[config.mk]
export PLATFORM = sky130hd
export DESIGN_NAME = alu_issue
export DESIGN_NICKNAME = d
export VERILOG_FILES = /design/src/rtl/alu_issue.sv
export SDC_FILE = /design/constraint.sdc
export NUM_CORES = 1
export LEC_CHECK = 0
export ABC_AREA = 1
export CAP_MARGIN = 10
export CORE_MARGIN = 5
export CORE_UTILIZATION = 44
export DETAILED_ROUTE_END_ITERATION = 8
export PLACE_DENSITY = 0.76
export SLEW_MARGIN = 5
export SYNTH_ARGS = -nofsm -noshare
export SYNTH_HDL_FRONTEND = slang
export SYNTH_SLANG_ARGS = --single-unit
[constraint.sdc]
create_clock -name clk -period 8.84 [get_ports clk]
set_input_delay 1.768 -clock clk [delete_from_list [all_inputs] [get_ports clk]]
set_output_delay 1.768 -clock clk [all_outputs]
set_load 0.01 [all_outputs]
[src/rtl/alu_issue.sv]
// rtl/alu_issue.sv - issue and flag-holding stage in front of the 32-bit ALU
// Define ALU_ISSUE_COND_EN to evaluate ARM condition codes; otherwise every op is treated as AL.
module alu_issue #(
   parameter int SETTLE_CYCLES = 2
) (
   input  logic        clk,
   input  logic        rst,
   input  logic        in_valid,
   output logic        in_ready,
   input  logic [3:0]  in_opcode,
   input  logic [3:0]  in_cond,
   input  logic        in_s,
   input  logic [31:0] in_rn,
   input  logic [31:0] in_op2,
   input  logic [3:0]  in_rd,
   output logic [31:0] alu_a,
   output logic [31:0] alu_b,
   output logic        alu_invert_a,
   output logic        alu_invert_b,
   output logic        alu_is_logic,
   output logic        alu_logic_func_idx,
   output logic        alu_cin,
   input  logic [31:0] alu_result,
   input  logic        alu_n,
   input  logic        alu_z,
   input  logic        alu_c,
   input  logic        alu_v,
   output logic        out_valid,
   input  logic        out_ready,
   output logic [31:0] out_result,
   output logic [3:0]  out_rd,
   output logic        out_we,
   output logic        out_illegal,
   output logic [3:0]  flags_nzcv
);
   typedef enum logic [1:0] {IDLE, EXEC, DONE} state_t;

   localparam logic [3:0] OP_AND = 4'd0,  OP_EOR = 4'd1,  OP_SUB = 4'd2,  OP_RSB = 4'd3;
   localparam logic [3:0] OP_ADD = 4'd4,  OP_ADC = 4'd5,  OP_SBC = 4'd6,  OP_RSC = 4'd7;
   localparam logic [3:0] OP_TST = 4'd8,  OP_TEQ = 4'd9,  OP_CMP = 4'd10, OP_CMN = 4'd11;
   localparam logic [3:0] OP_ORR = 4'd12, OP_MOV = 4'd13, OP_BIC = 4'd14, OP_MVN = 4'd15;
   localparam logic [3:0] CNT_INIT = 4'(SETTLE_CYCLES - 1);

   state_t      state, state_nxt;
   logic [3:0]  op_q, rd_q, cnt;
   logic [31:0] rn_q, op2_q;
   logic        s_q, skip_q, illegal_q, pend;
   logic        in_illegal, cond_pass;
   logic        d_is_logic, d_idx, d_inv_a, d_inv_b, d_zero_a, d_cin, d_we, d_flag_upd;

`ifdef ALU_ISSUE_COND_EN
   function automatic logic cond_check(input logic [3:0] cond, input logic [3:0] f);
      logic n, z, c, v;
      {n, z, c, v} = f;
      case (cond)
         4'd0:    cond_check = z;
         4'd1:    cond_check = !z;
         4'd2:    cond_check = c;
         4'd3:    cond_check = !c;
         4'd4:    cond_check = n;
         4'd5:    cond_check = !n;
         4'd6:    cond_check = v;
         4'd7:    cond_check = !v;
         4'd8:    cond_check = c && !z;
         4'd9:    cond_check = !c || z;
         4'd10:   cond_check = (n == v);
         4'd11:   cond_check = (n != v);
         4'd12:   cond_check = !z && (n == v);
         4'd13:   cond_check = z || (n != v);
         4'd14:   cond_check = 1'b1;
         default: cond_check = 1'b0;
      endcase
   endfunction
   assign cond_pass = cond_check(in_cond, flags_nzcv);
`else
   logic cond_unused;
   assign cond_unused = ^in_cond;
   assign cond_pass   = 1'b1;
`endif

   assign in_illegal = (in_opcode == OP_EOR) || (in_opcode == OP_TEQ);
   assign d_we       = !((op_q == OP_TST) || (op_q == OP_CMP) || (op_q == OP_CMN));
   assign d_flag_upd = s_q || !d_we;

   // ALU control decode of the held opcode; carry-in ops use the flags held at accept
   always_comb begin
      d_is_logic = 1'b0;
      d_idx      = 1'b0;
      d_inv_a    = 1'b0;
      d_inv_b    = 1'b0;
      d_zero_a   = 1'b0;
      d_cin      = 1'b0;
      case (op_q)
         OP_SUB, OP_CMP: begin d_inv_b = 1'b1; d_cin = 1'b1; end
         OP_RSB:         begin d_inv_a = 1'b1; d_cin = 1'b1; end
         OP_ADC:         d_cin = flags_nzcv[1];
         OP_SBC:         begin d_inv_b = 1'b1; d_cin = flags_nzcv[1]; end
         OP_RSC:         begin d_inv_a = 1'b1; d_cin = flags_nzcv[1]; end
         OP_AND, OP_TST: d_is_logic = 1'b1;
         OP_BIC:         begin d_is_logic = 1'b1; d_inv_b = 1'b1; end
         OP_ORR:         begin d_is_logic = 1'b1; d_idx = 1'b1; end
         OP_MOV:         begin d_is_logic = 1'b1; d_idx = 1'b1; d_zero_a = 1'b1; end
         OP_MVN:         begin d_is_logic = 1'b1; d_idx = 1'b1; d_zero_a = 1'b1; d_inv_b = 1'b1; end
         default:        ;
      endcase
   end

   always_ff @(posedge clk or posedge rst) begin
      if (rst) state <= IDLE;
      else     state <= state_nxt;
   end

   always_comb begin
      state_nxt = state;
      case (state)
         IDLE:    if (in_valid) state_nxt = EXEC;
         EXEC:    if (pend ? skip_q : (cnt == 4'd0)) state_nxt = DONE;
         DONE:    if (out_ready) state_nxt = IDLE;
         default: state_nxt = IDLE;
      endcase
   end

   always_comb begin
      in_ready  = (state == IDLE);
      out_valid = (state == DONE);
   end

   // First EXEC cycle loads the ALU drive (or resolves a skip); the settle count starts after it
   always_ff @(posedge clk or posedge rst) begin
      if (rst) begin
         op_q <= '0; rd_q <= '0; rn_q <= '0; op2_q <= '0; s_q <= 1'b0;
         skip_q <= 1'b0; illegal_q <= 1'b0; pend <= 1'b0; cnt <= '0;
         alu_a <= '0; alu_b <= '0; alu_invert_a <= 1'b0; alu_invert_b <= 1'b0;
         alu_is_logic <= 1'b0; alu_logic_func_idx <= 1'b0; alu_cin <= 1'b0;
         out_result <= '0; out_rd <= '0; out_we <= 1'b0; out_illegal <= 1'b0;
         flags_nzcv <= '0;
      end else begin
         case (state)
            IDLE: if (in_valid) begin
               op_q      <= in_opcode;
               s_q       <= in_s;
               rn_q      <= in_rn;
               op2_q     <= in_op2;
               rd_q      <= in_rd;
               illegal_q <= in_illegal;
               skip_q    <= in_illegal || !cond_pass;
               cnt       <= CNT_INIT;
               pend      <= 1'b1;
            end
            EXEC: if (pend) begin
               pend <= 1'b0;
               if (skip_q) begin
                  out_result  <= '0;
                  out_we      <= 1'b0;
                  out_illegal <= illegal_q;
                  out_rd      <= rd_q;
               end else begin
                  alu_a              <= d_zero_a ? 32'd0 : rn_q;
                  alu_b              <= op2_q;
                  alu_invert_a       <= d_inv_a;
                  alu_invert_b       <= d_inv_b;
                  alu_is_logic       <= d_is_logic;
                  alu_logic_func_idx <= d_idx;
                  alu_cin            <= d_cin;
               end
            end else if (cnt == 4'd0) begin
               out_result  <= alu_result;
               out_we      <= d_we;
               out_illegal <= 1'b0;
               out_rd      <= rd_q;
               if (d_flag_upd) begin
                  flags_nzcv[3:2] <= {alu_n, alu_z};
                  if (!d_is_logic) flags_nzcv[1:0] <= {alu_c, alu_v};
               end
            end else begin
               cnt <= cnt - 4'd1;
            end
            default: ;
         endcase
      end
   end
endmodule

## Word-level counts from Yosys, hierarchy flattened

Index checks and enable logic that the tools add are counted.

| word-level totals | value |
|---|---|
| bits in registers | 192 |
| logic and storage cells | 103 |
| output and inout bits | 113 |
| input bits | 117 |

| operators by class | value |
|---|---|
| add/subtract/negate cells | 1 |
| reduce and logical (&&, ||, !) cells | 25 |
| multiplexer cells | 30 |
| bitwise gates (word level) | 3 |
| eq/ne operators | 22 |

Operators by type and width:

| cell | number |
|---|---|
| 2-to-1 mux 32 bit | 4 |
| == test 4 bit (second input constant) | 8 |
| 2-to-1 mux 4 bit | 6 |
| 2-to-1 mux 1 bit | 13 |
| == test 4 x 3 -> 1 bit (second input constant) | 3 |
| != test 2 bit (second input constant) | 5 |
| AND reduction 3 bit | 3 |
| OR reduction 3 bit | 3 |
| == test 4 x 2 -> 1 bit (second input constant) | 2 |
| logical NOT 4 bit | 2 |
| one-hot mux 4 bit (2 select lines) | 1 |
| AND reduction 4 bit | 2 |
| 2-to-1 mux 2 bit | 3 |
| one-hot mux 2 bit (3 select lines) | 1 |
| OR reduction 6 bit | 1 |
| AND reduction 5 bit | 1 |
| OR reduction 5 bit | 1 |
| == test 4 x 1 -> 1 bit (second input constant) | 1 |
| logical OR 1 bit | 4 |
| one-hot mux 1 bit (2 select lines) | 2 |
| AND reduction 2 bit | 2 |
| nonzero test 2 bit | 2 |
| OR reduction 2 bit | 2 |
| subtractor 4 x 1 -> 4 bit (second input constant) | 1 |
| other kinds (6) | 8 |

## Depth between registers and ports, before layout

| depth | value |
|---|---|
| depth after elaboration | 6 |
| depth in mapped cells | 8 |

## Worst setup path before layout

OpenSTA, ideal clock, no wires.

| path | value |
|---|---|
| kind | input -> register |
| from | input port in_valid |
| to | register op2_q[16] |
| required time | 8.710 ns |
| arrival time | 2.314 ns |
| buffers on the path | 2 |
| slack | 6.395 ns |
| setup time | 0.130 ns |
| stages on the path | 6 |
| cells stage by stage | nand2_2 -> inv_2 -> buf_4 -> buf_4 -> nand2_1 -> o21ai_0 |

| on the way | value |
|---|---|
| cells in the longest elaborated chain, start to end | 1 |

RTL lines:

| item | line | RTL |
|---|---|---|
| from (decl) | 8 | `input logic in_valid,` |
| AND reduction 2 bit (no line) | -- |  |
| to (signal assigned) | 143 | `op2_q <= in_op2;` |
| to (decl) | 46 | `logic [31:0] rn_q, op2_q;` |

Every way passes these cells.
A chain may end at the register's enable or synchronous reset.

## Worst setup path after layout

| path | value |
|---|---|
| from | input port in_valid |
| to | register rd_q[0] |

| on the way | value |
|---|---|
| cells in the longest elaborated chain, start to end | 1 |

RTL lines:

| item | line | RTL |
|---|---|---|
| AND reduction 2 bit (no line) | -- |  |
| to (signal assigned) | 144 | `rd_q <= in_rd;` |
| to (decl) | 45 | `logic [3:0] op_q, rd_q, cnt;` |

Every way passes these cells.

==> results by group <==
Run status
  • Outcome: finished, final reports clean

Layout
  • Final #Nets: 1154
  • Final design area excluding fillers: 10400 µm²
  • Area Overhead vs Synth: 39.8%
  • Fill cells: 1419
  • Share of cells above drive strength 1: 4.40%
  • Antenna Cells: 0

Timing
  • Setup violators final: 0
  • Worst slew pin tran: 902 ps
  • Setup Skew: 11.1 ps
  • Peak Freq: 0.272 GHz
  • Max-Slew Margin vs Limit: 39.9%
  • Slack of the critical path: 5170 ps
  • RSZ-0062 raised after global routing: false
  • Final Critical Period: 3670 ps
  • Slew Limit Fails: 0
  • Fin. Hold Viols: 0
  • Setup tns final: 0 ps
  • Final Cycle Share: 41.5%

CTS
  • Worst-Skew Late Latency: 420 ps
  • CTS tree: built
  • Reg clk slew, reported paths: 60 ps
  • Post-CTS setup buffers: 0
  • Num CTS Buffers: 17
  • Cts repair resizes: 0
  • H-tree Lvls: 4
  • CTS Hold Bufs: 0
  • CTS root buf: clkbuf_16
  • Sink Count: 192
  • CTS max path bufs: 2

Yosys
  • Area share of the largest cell type after synthesis: 64.6%
  • Syn_area_per_cell: 9.02 µm²
  • Synthesized area: 7440 µm²
  • Mapped Cells: 825
  • Syn Nets: 944
  • Synth top area cells: dfrtp_1, nand2_1, o21ai_0
  • Yosys warnings: 0
  • Dominant cell type by area after synthesis: dfrtp_1
  • Yosys reg bits: 192
  • Sequential fraction of the synthesis area: 64.6%
  • Post-synthesis cell type count: 21

Setup path
  • Element type at the critical path end: flop
  • Critical Path AT: 3940 ps
  • R2R cell count: 6
  • WP data required: 9100 ps
  • Critical Path Fanout Max: 70
  • Startpoint types: input pin
  • Setup CP Type: in2reg

Global routing
  • GRT Util Overall: 18.5%
  • Initial antenna violation count: 1
  • First-pass GRT wire length: 29300 µm
  • Vias in the first global route: 5859
  • Gr ovfl total: 0
  • Largest net degree at the start of global routing: 124

Floorplan
  • Die width: 140 µm
  • Initial Util: 44.9%
  • FP Rows: 47
  • Die Area: 19600 µm²
  • IO Count: 230
  • Core area: 16600 µm²
  • Die Y: 140 µm

Power
  • Reg power frac: 41.7%
  • Worst vdd ir: 175 µV
  • Pwr Density: 328 nW/µm²
  • Switching Share: 34.4%
  • Pint: 2.24 mW
  • Psw: 1.17 mW
  • Power share of the clock group: 22.0%
  • Leak: 5.14 nW
  • Combinational fraction of design power: 36.4%

Placement
  • GPL Wtd Cong: 0.792
  • PortBufs: 225
  • Placed cell areas: 9820 µm²
  • Post-DP HPWL: 11900 µm
  • Pre-CTS setup slack: 4700 ps

Job
  • Max-cap violations: 0

Detailed routing
  • Overall routed net length: 18000 µm
  • Drt drc: 0
  • Wirelength per Cell: 14.2 µm
  • Drt first pass iters: 5
  • Vias: 5995
  • Post-route ant nets: 0
  • Drt initial violations: 354
  • Vias per inst: 4.74

Worst hold path
  • Worst Hold Class: reg2reg
  • Hold Path Stages: 2
-- synthesized netlist by cell type --
cell and number:
nand2_1 409, dfrtp_1 192, o21ai_0 59, inv_1 43, nand3_1 40, clkbuf_1 19, buf_2 12, nor2_1 11
buf_4 10, o21ai_1 10, nand4_1 4, inv_2 3, a21oi_1 2, ha_1 2, nand2_2 2, nor2_4 2
nand3_2 1, nor2_2 1, o22ai_1 1, o31ai_1 1, xor2_1 1
-- metrics by stage --
step	utilization (%)	hold slack (ps)	power (mW)	std cells
after floorplan	-	449	2.10	825
after global placement	59.2	452	2.65	1236
after global routing	62.7	492	3.67	1266
after detailed placement	59.2	457	2.69	1236
after CTS	62.7	473	3.46	1266
final	62.7	468	3.41	1266
-- registers in the layout, summed over array words and instances (netlist names), 2 cells and up --
| register | cells |
|---|---|
| alu_a | 32 |
| alu_b | 32 |
| cnt | 4 |
| flags_nzcv | 4 |
| op2_q | 32 |
| op_q | 4 |
| out_rd | 4 |
| out_result | 32 |
| rd_q | 4 |
| rn_q | 32 |
| state | 2 |
-- metal layers --
metal / track usage [%] / part of all wire [%] / vias up
li1: - / - / 2957
met1: 24.3 / 44 / 2803
met2: 29.1 / 46 / 211
met3: 6.68 / 8.0 / 22
met4: 5.35 / 1.7 / 2
met5: 0 / 0.072 / -
-- cells by family (layout without fill, tap and decap cells) --
logic type,Yosys count,count (layout),share of synthesized area [%]
compound gates,73,73,4.96
xor+xnor,1,1,0.118
fa+ha+maj,2,2,0.336
buf+inv,87,308,5.10
flops,192,192,64.6
simple gates,470,470,24.9
-- power by group through the flow --
stage               clock, mW  sequential, mW  combinational, mW
finish                  0.749            1.42               1.24
global route            0.810            1.47               1.40
CTS                     0.771            1.42               1.27
detailed placement          0            1.43               1.26
global placement            0            1.42               1.23
floorplan                   0            1.49              0.609
-- layout make-up --
cell class                 instances  area [µm²]  area share, %
tap                              220         275           2.65
inverter                          46         180           1.73
clock buffer                      21         470           4.52
timing repair buffer             232        2300           22.2
sequential                       192        4800           46.2
multi-input combinational        546        2260           21.7
clock inverter                     9         109           1.05
-- worst max-delay path: stages --
cell,delay (ps)
clkdlybuf4s50_1,470
nand2_2,50
buf_4,290
inv_2,510
buf_4,610
o21ai_0,180
-- final timing paths --
check | startpoint | end | slack (ps)
max in group asynchronous | rst | out_result[22] | 5450
min in group asynchronous | rst | out_result[15] | 1910
worst min register to register | out_result[12] | out_result[12] | 470
worst min-delay path | out_result[12] | out_result[12] | 470
worst max-delay path | in_valid | rd_q[0] | 5170
worst max register to register | state[0] | rd_q[0] | 6340
-- layout by cell type, fill, tap and decap left out --
cell type,synthesis,final
clkinv_2,0,3
ha_1,2,2
clkdlybuf4s50_1,0,225
clkbuf_8,0,3
clkbuf_16,0,17
o31ai_1,1,1
o22ai_1,1,1
nand4_1,4,4
inv_6,0,1
nand2_2,2,2
nand3_2,1,1
clkbuf_1,19,1
nor2_2,1,1
clkinv_4,0,2
nand2_1,409,409
xor2_1,1,1
o21ai_0,59,59
bufinv_16,0,2
o21ai_1,10,10
a21oi_1,2,2
inv_2,3,3
inv_8,0,1
clkinvlp_4,0,1
dfrtp_1,192,192
nor2_1,11,11
nor2_4,2,2
nand3_1,40,40
buf_4,10,7
inv_1,43,42
Power figures use the tool's default switching activity.
